## src/rtl/ibex_multdiv_iter.sv

```systemverilog
// Iterative multiplier/divider for the EX stage.
// Multiplies MUL_STEP bits per cycle (shift-add) and divides one quotient
// bit per cycle (restoring) on magnitudes, then applies the sign fix-up in a
// single FIX cycle. Request/response use valid/ready; kill_i flushes an op.
module ibex_multdiv_iter #(
    parameter int unsigned WIDTH    = 32,
    parameter int unsigned MUL_STEP = 1,
    parameter bit          DIT      = 1'b0
) (
    input  logic             clk,
    input  logic             rst_n,
    input  logic             req_valid_i,
    output logic             req_ready_o,
    input  logic [2:0]       op_i,
    input  logic [WIDTH-1:0] op_a_i,
    input  logic [WIDTH-1:0] op_b_i,
    input  logic             kill_i,
    output logic             resp_valid_o,
    input  logic             resp_ready_i,
    output logic [WIDTH-1:0] resp_data_o,
    output logic             busy_o
);

    localparam int unsigned PW       = 2 * WIDTH;
    localparam int unsigned CNT_W    = $clog2(WIDTH) + 1;
    localparam int unsigned MUL_ITER = WIDTH / MUL_STEP;

    typedef enum logic [1:0] {
        IDLE = 2'd0,
        COMP = 2'd1,
        FIX  = 2'd2,
        DONE = 2'd3
    } state_e;

    state_e             state_q;
    logic [2:0]         op_q;
    logic               sa_q;
    logic               sb_q;
    logic               b_zero_q;
    logic [CNT_W-1:0]   cnt_q;
    logic [PW-1:0]      mcand_q;
    logic [WIDTH-1:0]   mplier_q;
    logic [PW-1:0]      acc_q;
    logic [WIDTH-1:0]   divisor_q;
    logic [WIDTH-1:0]   quo_q;
    logic [WIDTH-1:0]   rem_q;
    logic [WIDTH-1:0]   resp_data_q;

    // Request-side decode: signedness per op and operand magnitudes
    logic               sa_c;
    logic               sb_c;
    logic               is_div_c;
    logic               b_is_zero_c;
    logic [WIDTH-1:0]   a_mag_c;
    logic [WIDTH-1:0]   b_mag_c;

    always_comb begin
        is_div_c    = op_i[2];
        sa_c        = ((op_i == 3'd1) | (op_i == 3'd2) | (op_i == 3'd4) | (op_i == 3'd6))
                      & op_a_i[WIDTH-1];
        sb_c        = ((op_i == 3'd1) | (op_i == 3'd4) | (op_i == 3'd6)) & op_b_i[WIDTH-1];
        b_is_zero_c = (op_b_i == '0);
        a_mag_c     = sa_c ? -op_a_i : op_a_i;
        b_mag_c     = sb_c ? -op_b_i : op_b_i;
    end

    // Multiplier step: add |a| shifted by each set bit of the low multiplier digit
    logic [PW-1:0] pp_c;
    logic [PW-1:0] acc_sum_c;

    always_comb begin
        pp_c = '0;
        for (int i = 0; i < int'(MUL_STEP); i++) begin
            if (mplier_q[i]) begin
                pp_c = pp_c + (mcand_q << i);
            end
        end
        acc_sum_c = acc_q + pp_c;
    end

    // Divider step: trial subtract of the divisor from the shifted partial remainder
    logic [WIDTH:0]   shifted_c;
    logic [WIDTH+1:0] trial_c;
    logic [WIDTH-1:0] rem_nxt_c;
    logic             q_bit_c;
    logic             unused_trial_bit;

    always_comb begin
        shifted_c = {rem_q, quo_q[WIDTH-1]};
        trial_c   = {1'b0, shifted_c} - {2'b00, divisor_q};
        q_bit_c   = ~trial_c[WIDTH+1];
        rem_nxt_c = trial_c[WIDTH+1] ? shifted_c[WIDTH-1:0] : trial_c[WIDTH-1:0];
    end

    // A non-negative trial result is below the divisor, so its top bit is always zero
    assign unused_trial_bit = trial_c[WIDTH];

    // Sign fix-up and result selection for the FIX cycle
    logic [PW-1:0]    prod_fix_c;
    logic [WIDTH-1:0] quo_fix_c;
    logic [WIDTH-1:0] rem_fix_c;
    logic [WIDTH-1:0] result_c;

    always_comb begin
        prod_fix_c = (sa_q ^ sb_q) ? -acc_q : acc_q;
        quo_fix_c  = ((sa_q ^ sb_q) & ~b_zero_q) ? -quo_q : quo_q;
        rem_fix_c  = sa_q ? -rem_q : rem_q;
        case (op_q)
            3'd0:                result_c = prod_fix_c[WIDTH-1:0];
            3'd1, 3'd2, 3'd3:    result_c = prod_fix_c[PW-1:WIDTH];
            3'd4, 3'd5:          result_c = quo_fix_c;
            default:             result_c = rem_fix_c;
        endcase
    end

    // Control FSM and datapath registers
    always_ff @(posedge clk or negedge rst_n) begin
        if (!rst_n) begin
            state_q     <= IDLE;
            op_q        <= '0;
            sa_q        <= 1'b0;
            sb_q        <= 1'b0;
            b_zero_q    <= 1'b0;
            cnt_q       <= '0;
            mcand_q     <= '0;
            mplier_q    <= '0;
            acc_q       <= '0;
            divisor_q   <= '0;
            quo_q       <= '0;
            rem_q       <= '0;
            resp_data_q <= '0;
        end else if (kill_i) begin
            state_q <= IDLE;
        end else begin
            case (state_q)
                IDLE: begin
                    if (req_valid_i) begin
                        op_q      <= op_i;
                        sa_q      <= sa_c;
                        sb_q      <= sb_c;
                        b_zero_q  <= b_is_zero_c;
                        mcand_q   <= {{WIDTH{1'b0}}, a_mag_c};
                        mplier_q  <= b_mag_c;
                        acc_q     <= '0;
                        divisor_q <= b_mag_c;
                        quo_q     <= a_mag_c;
                        rem_q     <= '0;
                        cnt_q     <= is_div_c ? CNT_W'(WIDTH) : CNT_W'(MUL_ITER);
                        if (!DIT && is_div_c && b_is_zero_c) begin
                            // Divide by zero resolves without iterating
                            resp_data_q <= op_i[1] ? op_a_i : '1;
                            state_q     <= DONE;
                        end else begin
                            state_q <= COMP;
                        end
                    end
                end
                COMP: begin
                    if (op_q[2]) begin
                        rem_q <= rem_nxt_c;
                        quo_q <= {quo_q[WIDTH-2:0], q_bit_c};
                    end else begin
                        acc_q    <= acc_sum_c;
                        mcand_q  <= mcand_q << MUL_STEP;
                        mplier_q <= mplier_q >> MUL_STEP;
                    end
                    cnt_q <= cnt_q - CNT_W'(1);
                    if ((cnt_q == CNT_W'(1)) || (!DIT && !op_q[2] && (mplier_q == '0))) begin
                        state_q <= FIX;
                    end
                end
                FIX: begin
                    resp_data_q <= result_c;
                    state_q     <= DONE;
                end
                DONE: begin
                    if (resp_ready_i) begin
                        state_q <= IDLE;
                    end
                end
                default: state_q <= IDLE;
            endcase
        end
    end

    assign req_ready_o  = (state_q == IDLE) & ~kill_i;
    assign resp_valid_o = (state_q == DONE);
    assign busy_o       = (state_q != IDLE);
    assign resp_data_o  = resp_data_q;

endmodule

```

## config.mk

```make
export PLATFORM = sky130hd
export DESIGN_NAME = ibex_multdiv_iter
export DESIGN_NICKNAME = d
export VERILOG_FILES = /design/src/rtl/ibex_multdiv_iter.sv
export SDC_FILE = /design/constraint.sdc
export NUM_CORES = 1
export LEC_CHECK = 0
export CAP_MARGIN = 20
export CORE_MARGIN = 1
export CORE_UTILIZATION = 30
export CTS_CLUSTER_SIZE = 8
export DETAILED_ROUTE_END_ITERATION = 8
export PLACE_DENSITY = 0.56
export SETUP_SLACK_MARGIN = 0.3
export SYNTH_ARGS = -nofsm -noshare
export SYNTH_HDL_FRONTEND = slang
export SYNTH_SLANG_ARGS = --single-unit
export TNS_END_PERCENT = 30
```

## constraint.sdc

```tcl
create_clock -name clk -period 5.3 [get_ports clk]
set_input_delay 1.06 -clock clk [delete_from_list [all_inputs] [get_ports clk]]
set_output_delay 1.06 -clock clk [all_outputs]
set_load 0.01 [all_outputs]
```

* After elaboration in Yosys (flattened, before gate mapping)
Index checks and enable logic that the tools add are counted.
** Word-level totals
- Output and inout bits :: 35
- Input bits :: 72
- Logic and storage cells :: 108
- Register bits :: 302
** Cells by class
- Reduce and logical (&&, ||, !) cells :: 19
- Eq/ne operators :: 20
- Muxes and demuxes :: 35
- Bitwise gates (word level) :: 13
- $add $sub $neg :: 8
** Operator list (number)
- 2-to-1 mux 32 bit :: 14
- 2-to-1 mux 64 bit :: 6
- case mux 32 bit (2 select lines) :: 4
- case mux 64 bit (2 select lines) :: 2
- negator 32 bit :: 4
- case mux 32 bit (3 select lines) :: 1
- adder 64 bit :: 1
- logical NOT 32 bit :: 2
- negator 64 bit :: 1
- subtractor 33 x 32 -> 34 bit :: 1
- == test 3 bit (second input constant) :: 4
- case mux 6 bit (2 select lines) :: 1
- AND reduction 4 bit :: 3
- 2-to-1 mux 2 bit :: 5
- == test 3 x 2 -> 1 bit (second input constant) :: 3
- AND reduction 3 bit :: 3
- != test 2 bit (second input constant) :: 4
- case mux 2 bit (4 select lines) :: 1
- == test 3 x 1 -> 1 bit (second input constant) :: 2
- == test 6 x 1 -> 1 bit (second input constant) :: 1
- 2-to-1 mux 6 bit :: 1
- != test 3 bit (second input constant) :: 2
- nonzero test 2 bit :: 3
- subtractor 6 x 1 -> 6 bit (second input constant) :: 1
- other kinds (14) :: 25

* Longest topological paths before layout
- Depth after elaboration :: 8
- Depth in mapped cells :: 16
- Depth with buffers taken out :: 14

* Least setup slack after synthesis
No wires, ideal clock.
- Path kind :: register to register
- From :: reg mplier_q[0]
- To :: reg acc_q[56]
- Library setup time :: 0.133 ns
- Cell stages (with the launch flop) :: 17
- Data arrival time :: 3.535 ns
- Path slack :: 1.632 ns
- Cells stage by stage :: dfrtp_1 clkbuf_1 clkbuf_1 and2_1 ha_1 inv_1 fa_1 nor2b_1 o31a_1 o31ai_1 a2111oi_2 o2111ai_1 a2111oi_2 o21ai_1 o41ai_2 xnor2_1 o21ai_0
** On the way
- Cells in the longest elaborated chain, start to end :: 4
** RTL lines
- from (decl) :: RTL line 42 : logic [WIDTH-1:0] mplier_q;
- from (signal assigned) :: RTL line 143 : mplier_q <= b_mag_c;
- from (signal assigned) :: RTL line 165 : mplier_q <= mplier_q >> MUL_STEP;
- 2-to-1 mux 64 bit :: RTL line 74 : if (mplier_q[i]) begin
- adder 64 bit :: RTL line 78 : acc_sum_c = acc_q + pp_c;
- 2-to-1 mux 64 bit :: RTL line 159 : if (op_q[2]) begin
- case mux 64 bit (2 select lines) :: RTL line 135 : case (state_q)
- to (signal assigned) :: RTL line 163 : acc_q <= acc_sum_c;
- to (decl) :: RTL line 43 : logic [PW-1:0] acc_q;
No other way between the ends. The select of a mux whose other input is x is not followed.
A chain may end at the register's enable or synchronous reset.

* Final worst setup path
- From :: reg mplier_q[0]
- To :: reg acc_q[58]
The elaborated chain is that of the path after synthesis.

==> results.json <==
{
  "routed_via_density": 5.49,
  "synth_area_leader_cell": "dfrtp_1",
  "yosysWarnings": 0,
  "die_area_um2": 76600,
  "rsz0062_at_grt": "no",
  "fin_util_pct": 34.8,
  "skew_ns": 0.0305,
  "ctsHoldBuffers": 0,
  "relSlewSlack_pct": 26.3,
  "switching_share_pct": 48.4,
  "drt_iter0_markers": 1559,
  "port_buffers": 106,
  "switchingPower_mw": 6.68,
  "synth-edff-count": 0,
  "clock_path_buffers": 3,
  "nNetsFinal": 3001,
  "yosysSeqAreaShare_pct": 33.3,
  "wl_per_cell_um": 20.6,
  "post_cts_buffers": 0,
  "cpMaxStageDelayCell": "dfrtp_2",
  "seq_power_share_pct": 27.4,
  "cts_buffers": 44,
  "area_growth_pct": 14.4,
  "synth_seq_cells": 302,
  "num_vias": 20900,
  "fmaxAchievable_mhz": 221,
  "endpoint_kind": "register",
  "setup-violations-final": 0,
  "drc": 0,
  "antenna_left": 0,
  "die_y_um": 277,
  "path_clk_slew_ns": 0.05,
  "p_per_area_nw_per_um2": 532,
  "synth_cell_types": 89,
  "ios": 107,
  "comb_power_share_pct": 53.5,
  "gr-total-overflow": 0,
  "cp_max_fo": 20,
  "antenna_found_initial": 5,
  "track_usage_pct": 20.2,
  "cts_tree": "done",
  "synth_cells": 2786,
  "max_stage_delay_ns": 0.65,
  "hold_path.class": "reg -> reg",
  "crit_required_ns": 5.74,
  "ys.flop_type": "dfrtp_1",
  "synth.net_count": 2966,
  "startpoint_type": "register",
  "yosysMostFrequentCell": "o21ai_0",
  "grt_max_degree": 125,
  "grt_pass1_wl_um": 121000,
  "dieWidth_um": 277,
  "critPathArrivalTime_ns": 4.96,
  "core_area_um2": 74600,
  "p_int_mw": 7.12,
  "cts-resized-gates": 0,
  "hold_viol_final": 0,
  "tightest_slew_ns": 1.10,
  "worstPathCellList": "and2_1, ha_1, inv_1, fa_1, nor2b_1, o31a_1, o31ai_1, buf_4, a2111oi_2, a21boi_1, o21ai_1, a21oi_1, o41ai_1, xnor2_1, o21ai_0",
  "ys_top_cells_by_area": "dfrtp_1 33%, o21ai_0 8.4%, ha_1 5.9%",
  "cts_root_buffer": "clkbuf_16",
  "drv_slew": 0,
  "globalplace.congestion": 0.921,
  "critPathKind": "reg -> reg",
  "peakVddDrop_uv": 508,
  "cts_sinks": 302,
  "rows": 100,
  "min_period_ns": 4.52,
  "cts-htree-levels": 2,
  "async_reset_ff_share_pct": 100,
  "status": "finished, final reports clean",
  "finalSetupTns_ns": 0,
  "synth_common_cells": "381 x o21ai_0, 324 x nand2_1, 302 x dfrtp_1",
  "post_synth.cell_area_avg_um2": 8.13,
  "initial_utilization_pct": 30.4,
  "clkPwrFrac_pct": 19.1,
  "synth_area_um2": 22700,
  "dr.pass1.iters": 5,
  "netlist.area_leader.share_pct": 33.3,
  "min_period_over_period_pct": 85.2,
  "insertion_delay_ns": 0.59,
  "detailed_place_hpwl_um": 59200,
  "wl_um": 78400,
  "grt_pass1_vias": 19600,
  "layout-drive-gt1-share_pct": 5.05,
  "cellLeakagePower_nw": 11.2,
  "drv_cap": 0
}
==> stage by stage <==
stage | instances | total power, mW | hold WS, ns | cell area (um2) | setup WS, ns
2_1_floorplan | 2786 | 8.39 | 0.450 | 22700 | 1.63
3_3_place_gp | 3744 | 11.1 | 0.462 | 24700 | 0.717
3_5_place_dp | 3744 | 11.1 | 0.470 | 24700 | 0.676
4_1_cts | 3799 | 13.8 | 0.482 | 25900 | 0.841
5_1_grt | 3799 | 14.7 | 0.489 | 25900 | 0.519
6_report | 3800 | 13.8 | 0.475 | 25900 | 0.782
==> placed cells by master (no fill, tap or decap), types with 86 or more instances in the layout <==
cell | synthesis | layout
o21ai_0 | 381 | 379
dfrtp_1 | 302 | 301
nor2_1 | 200 | 198
ha_1 | 106 | 105
a21oi_1 | 227 | 227
clkdlybuf4s50_1 | 0 | 105
xor2_1 | 132 | 131
xnor2_1 | 138 | 137
inv_1 | 86 | 86
nand2_1 | 324 | 323
==> per-layer routing <==
metal  share of wire (%)  wire, um  global-route usage [%]  vias up
met2                  44     34300                    30.9      595
met5               0.089        70                       0        -
met3                 6.5      5100                    3.96      124
li1                    -         -                       -    10100
met4                 3.1      2420                    6.40       12
met1                  47     36500                    28.4    10000
==> cell families (layout without fill, tap and decap cells) <==
group / count (synthesis) / in the layout / synth area share, %
XOR/XNOR: 270 / 270 / 10.4
AND/OR/NAND/NOR: 849 / 849 / 17.9
adder cells (fa/ha/maj): 108 / 108 / 6.03
flip-flops: 302 / 302 / 33.3
multiplexers: 32 / 32 / 1.45
other: 0 / 1 / 0
buffers and inverters: 243 / 287 / 4.10
AO/OA/AOI/OAI: 982 / 982 / 26.8
==> flip-flops by register name, summed over array words and instances (netlist names) <==
signal / flops
sa_q: 1
b_zero_q: 1
rem_q: 32
acc_q: 64
cnt_q: 6
quo_q: 32
divisor_q: 32
sb_q: 1
mcand_q: 64
mplier_q: 32
op_q: 3
state_q: 2
resp_data_o: 32
==> worst paths after layout <==
path	to	start	slack, ns	cells past startpoint
setup / recovery	acc_q[58]	mplier_q[0]	0.78	15
hold / removal	divisor_q[12]	divisor_q[12]	0.47	2
setup reg to reg	acc_q[58]	mplier_q[0]	0.78	15
hold reg to reg	divisor_q[12]	divisor_q[12]	0.47	2
max in group asynchronous	acc_q[41]	rst_n	3.67	2
min in group asynchronous	mplier_q[19]	rst_n	0.49	1
==> final cells by class <==
class	count	area, um2
tap	969	1210
clock buffer	53	1190
multi-input combinational	2241	14300
inverter	88	330
sequential	302	7560
clock inverter	2	17.5
timing repair buffer	144	1380
fill	7792	48600
antenna	1	2.50
==> power groups by stage <==
stage / clock (mW) / sequential (mW) / combinational (mW)
5_1_grt: 2.78 / 3.88 / 8.04
6_report: 2.64 / 3.79 / 7.38
4_1_cts: 2.69 / 3.78 / 7.32
3_3_place_gp: 0 / 3.81 / 7.27
2_1_floorplan: 0 / 3.50 / 4.88
3_5_place_dp: 0 / 3.81 / 7.29
==> worst max-delay path, delay by kind of cell, from the launching register on <==
kind | cells | cell delay [ns]
compound gates | 8 | 2.36
xor+xnor | 1 | 0.16
fa+ha+maj | 2 | 0.55
buf+inv | 2 | 0.23
flops | 1 | 0.65
simple gates | 2 | 0.43
(Power assumes the default switching activity.)
